File: config.mk
export PLATFORM = sky130hd
export DESIGN_NAME = cpa_nibble_sequencer_flat
export DESIGN_NICKNAME = d
export VERILOG_FILES = /design/src/rtl/cpa_nibble_sequencer_if.sv /design/src/rtl/cpa_nibble_sequencer.sv /design/src/flat_wrapper.sv
export SDC_FILE = /design/constraint.sdc
export NUM_CORES = 1
export LEC_CHECK = 0
export BUFFER_PORTS_ARGS = -buffer_cell sky130_fd_sc_hd__buf_2
export CAP_MARGIN = 20
export CORE_MARGIN = 2
export CORE_UTILIZATION = 57
export CTS_CLUSTER_SIZE = 40
export DETAILED_ROUTE_END_ITERATION = 10
export HOLD_SLACK_MARGIN = 0.12
export PLACE_DENSITY = 0.82
export REMOVE_ABC_BUFFERS = 1
export SYNTH_ARGS = -nofsm -noshare
export SYNTH_HDL_FRONTEND = slang
export SYNTH_SLANG_ARGS = --single-unit
File: constraint.sdc
create_clock -name clk -period 5.2 [get_ports clk]
set_input_delay 0.78 -clock clk [delete_from_list [all_inputs] [get_ports clk]]
set_output_delay 0.78 -clock clk [all_outputs]
set_load 0.1 [all_outputs]
File: src/rtl/cpa_nibble_sequencer_if.sv
// Request/response bundle between a requester and the nibble-serial add/subtract sequencer.
// The requester drives master; the sequencer takes slave.
interface cpa_nibble_sequencer_if #(
    parameter int WIDTH = 16
);
    logic             start;
    logic             sub;
    logic             cin;
    logic [WIDTH-1:0] a;
    logic [WIDTH-1:0] b;
    logic             in_ready;
    logic             out_valid;
    logic             out_ready;
    logic [WIDTH-1:0] sum;
    logic             cout;
    logic             ovf;

    modport master (
        output start, sub, cin, a, b, out_ready,
        input  in_ready, out_valid, sum, cout, ovf
    );

    modport slave (
        input  start, sub, cin, a, b, out_ready,
        output in_ready, out_valid, sum, cout, ovf
    );
endinterface

File: src/rtl/cpa_nibble_sequencer.sv
// WIDTH-bit add/subtract built by feeding one external 4-bit CPA a nibble per clock,
// LSB nibble first, with the inter-nibble carry held in a register.
module cpa_nibble_sequencer #(
    parameter int WIDTH = 16
) (
    input  logic                    clk,
    input  logic                    rst_n,
    cpa_nibble_sequencer_if.slave   bus,
    output logic [3:0]              o_cpa_a,
    output logic [3:0]              o_cpa_b,
    output logic                    o_cpa_cin,
    input  logic [3:0]              i_cpa_s,
    input  logic                    i_cpa_cout
);
    localparam int NIB  = WIDTH / 4;
    localparam int IDXW = (NIB > 1) ? $clog2(NIB) : 1;

    typedef enum logic [1:0] {
        S_IDLE = 2'd0,
        S_RUN  = 2'd1,
        S_DONE = 2'd2
    } state_t;

    state_t            r_state;
    logic [WIDTH-1:0]  r_a;
    logic [WIDTH-1:0]  r_b;
    logic              r_carry;
    logic [IDXW-1:0]   r_idx;
    logic [WIDTH-1:0]  r_sum;
    logic              r_cout;
    logic              r_ovf;
    logic              r_in_ready;
    logic              r_out_valid;
    logic              w_last;

    assign w_last = (r_idx == IDXW'(NIB - 1));

    // Sequencer FSM: latch operands, walk the nibbles through the CPA, hold result until taken.
    always_ff @(posedge clk or negedge rst_n) begin
        if (!rst_n) begin
            r_state     <= S_IDLE;
            r_a         <= '0;
            r_b         <= '0;
            r_carry     <= 1'b0;
            r_idx       <= '0;
            r_sum       <= '0;
            r_cout      <= 1'b0;
            r_ovf       <= 1'b0;
            r_in_ready  <= 1'b1;
            r_out_valid <= 1'b0;
        end else begin
            case (r_state)
                S_IDLE: begin
                    if (bus.start) begin
                        r_a        <= bus.a;
                        r_b        <= bus.sub ? ~bus.b : bus.b;
                        r_carry    <= bus.sub ? 1'b1 : bus.cin;
                        r_idx      <= '0;
                        r_sum      <= '0;
                        r_in_ready <= 1'b0;
                        r_state    <= S_RUN;
                    end
                end
                S_RUN: begin
                    r_sum[4*r_idx +: 4] <= i_cpa_s;
                    r_carry             <= i_cpa_cout;
                    if (w_last) begin
                        // Overflow judged on the effective B sign, so subtraction needs no special case.
                        r_cout      <= i_cpa_cout;
                        r_ovf       <= (r_a[WIDTH-1] == r_b[WIDTH-1]) && (i_cpa_s[3] != r_a[WIDTH-1]);
                        r_idx       <= '0;
                        r_out_valid <= 1'b1;
                        r_state     <= S_DONE;
                    end else begin
                        r_idx <= r_idx + 1'b1;
                    end
                end
                S_DONE: begin
                    if (bus.out_ready) begin
                        r_out_valid <= 1'b0;
                        r_in_ready  <= 1'b1;
                        r_state     <= S_IDLE;
                    end
                end
                default: begin
                    r_state     <= S_IDLE;
                    r_in_ready  <= 1'b1;
                    r_out_valid <= 1'b0;
                end
            endcase
        end
    end

    // CPA operand steering: only the current nibble during RUN, quiet otherwise.
    always_comb begin
        o_cpa_a   = 4'h0;
        o_cpa_b   = 4'h0;
        o_cpa_cin = 1'b0;
        if (r_state == S_RUN) begin
            o_cpa_a   = r_a[4*r_idx +: 4];
            o_cpa_b   = r_b[4*r_idx +: 4];
            o_cpa_cin = r_carry;
        end else begin
            o_cpa_a   = 4'h0;
            o_cpa_b   = 4'h0;
            o_cpa_cin = 1'b0;
        end
    end

    assign bus.in_ready  = r_in_ready;
    assign bus.out_valid = r_out_valid;
    assign bus.sum       = r_sum;
    assign bus.cout      = r_cout;
    assign bus.ovf       = r_ovf;
endmodule

File: src/flat_wrapper.sv
// flat-port wrapper written by rule: the top's interface ports become plain ports
module cpa_nibble_sequencer_flat 
#(
    parameter int WIDTH = 16
)
  (clk, rst_n, o_cpa_a, o_cpa_b, o_cpa_cin, i_cpa_s, i_cpa_cout, bus_start, bus_sub, bus_cin, bus_a, bus_b, bus_out_ready, bus_in_ready, bus_out_valid, bus_sum, bus_cout, bus_ovf);
  cpa_nibble_sequencer_if #(.WIDTH(WIDTH)) bus_i ();
  input  logic clk;
  input  logic rst_n;
  output logic [3:0] o_cpa_a;
  output logic [3:0] o_cpa_b;
  output logic o_cpa_cin;
  input  logic [3:0] i_cpa_s;
  input  logic i_cpa_cout;
  input wire logic [$bits(bus_i.start)-1:0] bus_start;
  input wire logic [$bits(bus_i.sub)-1:0] bus_sub;
  input wire logic [$bits(bus_i.cin)-1:0] bus_cin;
  input wire logic [$bits(bus_i.a)-1:0] bus_a;
  input wire logic [$bits(bus_i.b)-1:0] bus_b;
  input wire logic [$bits(bus_i.out_ready)-1:0] bus_out_ready;
  output wire logic [$bits(bus_i.in_ready)-1:0] bus_in_ready;
  output wire logic [$bits(bus_i.out_valid)-1:0] bus_out_valid;
  output wire logic [$bits(bus_i.sum)-1:0] bus_sum;
  output wire logic [$bits(bus_i.cout)-1:0] bus_cout;
  output wire logic [$bits(bus_i.ovf)-1:0] bus_ovf;
  assign bus_i.start = bus_start;
  assign bus_i.sub = bus_sub;
  assign bus_i.cin = bus_cin;
  assign bus_i.a = bus_a;
  assign bus_i.b = bus_b;
  assign bus_i.out_ready = bus_out_ready;
  assign bus_in_ready = bus_i.in_ready;
  assign bus_out_valid = bus_i.out_valid;
  assign bus_sum = bus_i.sum;
  assign bus_cout = bus_i.cout;
  assign bus_ovf = bus_i.ovf;
  cpa_nibble_sequencer #(.WIDTH(WIDTH)) u_core (.clk(clk), .rst_n(rst_n), .bus(bus_i), .o_cpa_a(o_cpa_a), .o_cpa_b(o_cpa_b), .o_cpa_cin(o_cpa_cin), .i_cpa_s(i_cpa_s), .i_cpa_cout(i_cpa_cout));
endmodule
Word-level counts from Yosys, hierarchy flattened
Cells that the tools add are included.
{"block": "op_classes", "n_addsub": 2, "eq_ne": 8, "n_shift": 4, "mux": 23, "bitwise_logic": 3, "reduce_logical": 9}
{"cell": "$neg A4 Y34", "n": 1}
{"cell": "$shift A4 B34 Y16 const A", "n": 1}
{"cell": "$shiftx A4 B34 Y16", "n": 1}
{"cell": "$mux W16", "n": 2}
{"cell": "$pmux W16 S2", "n": 1}
{"cell": "$shiftx A16 B5 Y4", "n": 2}
{"cell": "$bwmux W16", "n": 1}
{"cell": "$not A16 Y16", "n": 1}
{"cell": "$mux W2", "n": 5}
{"cell": "$reduce_and A3 Y1", "n": 3}
{"cell": "$mux W4", "n": 2}
{"cell": "$mux W1", "n": 7}
{"cell": "$pmux W1 S3", "n": 2}
{"cell": "$pmux W2 S3", "n": 1}
{"cell": "$reduce_and A2 Y1", "n": 3}
{"cell": "$eq A2 B2 Y1 const B", "n": 2}
{"cell": "$ne A2 B2 Y1 const B", "n": 2}
{"cell": "$pmux W2 S2", "n": 1}
{"cell": "$add A2 B1 Y2 const B", "n": 1}
{"cell": "$eq A2 B1 Y1 const B", "n": 1}
{"cell": "$logic_not A2 Y1", "n": 1}
{"cell": "$ne A2 B1 Y1 const B", "n": 1}
{"cell": "$not A1 Y1", "n": 2}
{"cell": "$pmux W1 S2", "n": 1}
{"cell": "other kinds (4)", "n": 4}
{"block": "totals", "regBits": 57, "inputBits": 43, "out_inout_bits": 29}

Logic depth before layout (Yosys ltp)
{"block": "depth", "word_depth": 4, "depth_mapped": 6}

Least setup slack after synthesis
No wires, ideal clock.
{"block": "synth_path", "path_kind": "reg-to-output", "from": "reg u_core.r_idx[0]", "to": "out o_cpa_a[1]", "t_arrival_ns": 1.711, "t_required_ns": 4.420, "setup_slack_ns": 2.709, "path_stages_with_launch": 4, "path_buffers": 1, "cell_sequence": "dfrtp_1 -> buf_12 -> mux4_2 -> and2_1"}
{"block": "synth_via", "elab_chain_len": 2}
{"item": "start, declared", "line": "cpa_nibble_sequencer.sv:28", "rtl": "logic [IDXW-1:0] r_idx;"}
{"item": "start signal, assigned", "line": "cpa_nibble_sequencer.sv:75", "rtl": "r_idx <= r_idx + 1'b1;"}
{"item": "$shiftx A16 B5 Y4", "line": "cpa_nibble_sequencer.sv:100", "rtl": "o_cpa_a = r_a[4*r_idx +: 4];"}
{"item": "$mux W4", "line": "cpa_nibble_sequencer.sv:99", "rtl": "if (r_state == S_RUN) begin"}
{"item": "end, declared", "line": "flat_wrapper.sv:10", "rtl": "output logic [3:0] o_cpa_a;"}
No other way between the ends.

Worst setup path after layout
{"block": "layout_path", "from": "reg u_core.r_idx[0]", "to": "out o_cpa_a[0]"}
The elaborated chain is that of the path after synthesis.

==> load_flow_metrics.sql <==
INSERT INTO impl_metrics (metric_group, metric, value, unit) VALUES
('outcome', 'run_status', 'finished, final reports clean', ''),
('clock_network', 'cts_repair_resize_count', '0', ''),
('clock_network', 'max-clock-path-buffers', '2', ''),
('die', 'core_region_area', '5010', 'um^2'),
('drt', 'routed_length_per_instance', '13.9', 'um'),
('synth', 'synth-main-ff-cell', 'dfrtp_1', ''),
('cells_and_area', 'fin_nets', '371', ''),
('clock_network', 'insertion_delay', '320', 'ps'),
('synth', 'sequential_fraction_of_the_synthesis_area', '49.0', '%'),
('sta', 'post-route-period-util', '61.8', '%'),
('cells_and_area', 'flow.area_growth_from_synthesis', '16.7', '%'),
('worst_hold_path', 'hold_class', 'flop to flop', ''),
('place', 'io_buffer_count', '71', ''),
('die', 'ios', '72', ''),
('sta', 'timing_worst_slew_pin_value', '993', 'ps'),
('die', 'starting_density_of_the_core', '58.1', '%'),
('sta', 'rsz0062_at_grt', 'no', ''),
('setup_path', 'startpoint_type', 'flop', ''),
('synth', 'syn_avg_cell_area', '11.5', 'um^2'),
('place', 'hpwlAfterDp', '3860', 'um'),
('setup_path', 'timing.critical_path.required', '4420', 'ps'),
('synth', 'synthMostInstantiatedCell', 'nand2_1', ''),
('cells_and_area', 'multi_input_area', '1320', 'um^2'),
('sta', 'report.final.setup_viol', '0', ''),
('die', 'die-height', '75.5', 'um'),
('synth', 'synthDominantAreaCellType', 'dfrtp_1', ''),
('synth', 'synth.distinct_cells', '33', ''),
('die', 'floorplan.rows', '26', ''),
('clock_network', 'h-tree-depth', '3', ''),
('synth', 'synthDominantCellAreaShare', '48.1', '%'),
('setup_path', 'crit_path_end_kind', 'primary output', ''),
('setup_path', 'type_of_the_setup_path_with_the_least_slack', 'flop to primary output', ''),
('sta', 'slew_headroom', '33.8', '%'),
('global_routing', 'track_usage', '21.2', '%'),
('setup_path', 'cp.arrival', '2430', 'ps'),
('drt', 'iteration_0_drc_count_of_the_detailed_router', '138', ''),
('drt', 'vias', '2057', ''),
('die', 'die_area', '5700', 'um^2'),
('place', 'globalplace.congestion', '0.770', ''),
('clock_network', 'clock_tree_from_tritoncts', 'done', ''),
('sta', 'fmax', '311', 'MHz'),
('drt', 'drt_pass1_iterations', '4', ''),
('setup_path', 'rr_startpoint', 'u_core.r_idx[0]', ''),
('synth', 'netlist_instances', '253', ''),
('clock_network', 'numClockSinks', '57', ''),
('synth', 'mappedNetlistArea', '2910', 'um^2'),
('drt', 'drc', '0', ''),
('cells_and_area', 'n_fill_cell', '418', ''),
('clock_network', 'clk_pin_slew', '60', 'ps'),
('global_routing', 'maximum_number_of_pins_on_one_net_before_global_route_repair', '58', ''),
('die', 'die_x', '75.5', 'um'),
('global_routing', 'gr-total-overflow', '0', ''),
('sta', 'fin_skew', '1.87', 'ps'),
('clock_network', 'cts_inserted_buffers', '9', ''),
('synth', 'ys_top_cells_by_area', 'dfrtp_1, nand2_1, a22o_1', ''),
('clock_network', 'postCtsSetupRepairBufs', '0', ''),
('synth', 'synthArstFlopShare', '100', '%'),
('sta', 'finalMaxSlewViolations', '0', ''),
('sta', 'final.setup.tns', '0', 'ps'),
('clock_network', 'cts.hold.buffers_added', '0', ''),
('drt', 'post_drt_via_cell_ratio', '5.21', ''),
('drt', 'antenna_violating_nets_post_route', '0', ''),
('cells_and_area', 'insertedDiodeCount', '0', ''),
('synth', 'synthTopCellsByCount', 'nand2_1, dfrtp_1, a22o_1, o21ai_2, xnor2_1', ''),
('global_routing', 'grt_antenna_before_repair', '0', ''),
('setup_path', 'setup.reg_to_reg.worst_slack', '3070', 'ps'),
('synth', 'synth_edf_count', '0', ''),
('run', 'timing.max_cap.violations', '0', ''),
('setup_path', 'worst_r2r_path_depth', '5', ''),
('synth', 'warnings_synthesis', '0', ''),
('global_routing', 'first_global_vias', '1893', ''),
('sta', 'timing.final.hold_violations', '0', ''),
('global_routing', 'grt_first_pass_wirelength', '8880', 'um'),
('drt', 'finalWirelength', '5500', 'um'),
('cells_and_area', 'layout-drive-gt1-share', '35.4', '%'),
('synth', 'postSynthRegisterBits', '57', ''),
('setup_path', 'crit_end', 'o_cpa_a[0]', ''),
('cells_and_area', 'layout.area.seq', '1430', 'um^2'),
('sta', 'finalCriticalPeriod', '3210', 'ps'),
('clock_network', 'clock-root-buffer', 'clkbuf_8', ''),
('setup_path', 'cp-startpoint', 'u_core.r_idx[0]', ''),
('setup_path', 'timing.critical_path.fanout_max', '16', ''),
('setup_path', 'timing.rr.end', 'u_core.bus.sum[15]', '');
metal layers:
metal,vias to the layer above,share of wire [%],track usage [%]
met1,986,46,28.1
met2,57,48,33.8
met3,6,4.7,4.23
met5,-,0,0
li1,1008,-,-
met4,0,1.3,9.75
registers in the layout, summed over array words and instances, names as in the netlist:
name and flops:
u_core.r_b 16, u_core.r_state 2, u_core.r_a 16, u_core.bus.in_ready 1, u_core.r_carry 1, u_core.bus.ovf 1, u_core.bus.cout 1, u_core.r_idx 2
u_core.bus.out_valid 1, u_core.bus.sum 16
critical path, stage by stage, from the launching register on:
cell	delay [ps]
dfrtp_1	1000
mux4_1	640
and2_1	180
buf_2	290
cells by family (layout without fill, tap and decap cells):
| family | count (synthesis) | after routing | synth area share (%) |
|---|---|---|---|
| XOR/XNOR | 16 | 16 | 4.81 |
| adder cells (fa/ha/maj) | 6 | 6 | 2.58 |
| multiplexers | 10 | 10 | 7.35 |
| flip-flops | 57 | 57 | 49.0 |
| buffers and inverters | 18 | 90 | 5.67 |
| AO/OA/AOI/OAI | 46 | 46 | 12.8 |
| AND/OR/NAND/NOR | 100 | 100 | 17.7 |
worst min-delay path by stage:
| stage | start | end | slack, ps | cells after the start |
|---|---|---|---|---|
| after floorplan | u_core.r_a[4] | u_core.r_a[4] | 440 | 2 |
| after global placement | u_core.r_a[0] | u_core.r_a[0] | 450 | 2 |
| after detailed placement | u_core.r_b[12] | u_core.r_b[12] | 460 | 2 |
| after CTS | u_core.r_b[12] | u_core.r_b[12] | 470 | 2 |
| after global routing | u_core.r_a[8] | u_core.r_a[8] | 500 | 2 |
| final | u_core.r_b[7] | u_core.r_b[7] | 470 | 2 |
metrics by stage:
step	setup WS [ps]	std cells	hold WS [ps]	util, %	instance area, um^2
after floorplan	2460	238	437	-	2770
after global placement	2330	380	452	64.2	3220
after detailed placement	2310	381	461	64.6	3240
after CTS	1940	395	474	67.8	3400
after global routing	1870	395	496	67.8	3400
final	1990	395	470	67.8	3400
layout make-up:
class | instances | area share, %
inverter | 3 | 0.552
timing repair buffer | 73 | 11.3
tap | 70 | 2.58
sequential | 57 | 42.0
multi-input combinational | 178 | 38.8
clock buffer | 14 | 4.79
placed cells by master, fill, tap and decap left out, types with 2 or more instances in the layout:
cell | synthesis | final
xnor2_1 | 16 | 16
nand2b_1 | 3 | 3
nand3_1 | 3 | 3
nor2_1 | 2 | 2
inv_1 | 2 | 2
mux2_1 | 2 | 2
o31ai_1 | 3 | 3
a22o_1 | 16 | 16
a21oi_1 | 2 | 2
clkbuf_1 | 2 | 3
o21ai_2 | 16 | 16
mux4_2 | 5 | 5
a21o_1 | 4 | 4
and2_1 | 9 | 9
nand2_1 | 75 | 75
mux4_1 | 3 | 3
clkbuf_8 | 0 | 11
ha_1 | 6 | 6
dfrtp_1 | 56 | 56
buf_2 | 2 | 71
nor4_4 | 3 | 3
o21ai_0 | 3 | 3
Power is not shown: default switching activity piles up to over one toggle a cycle in this logic, so the estimate is an artifact.
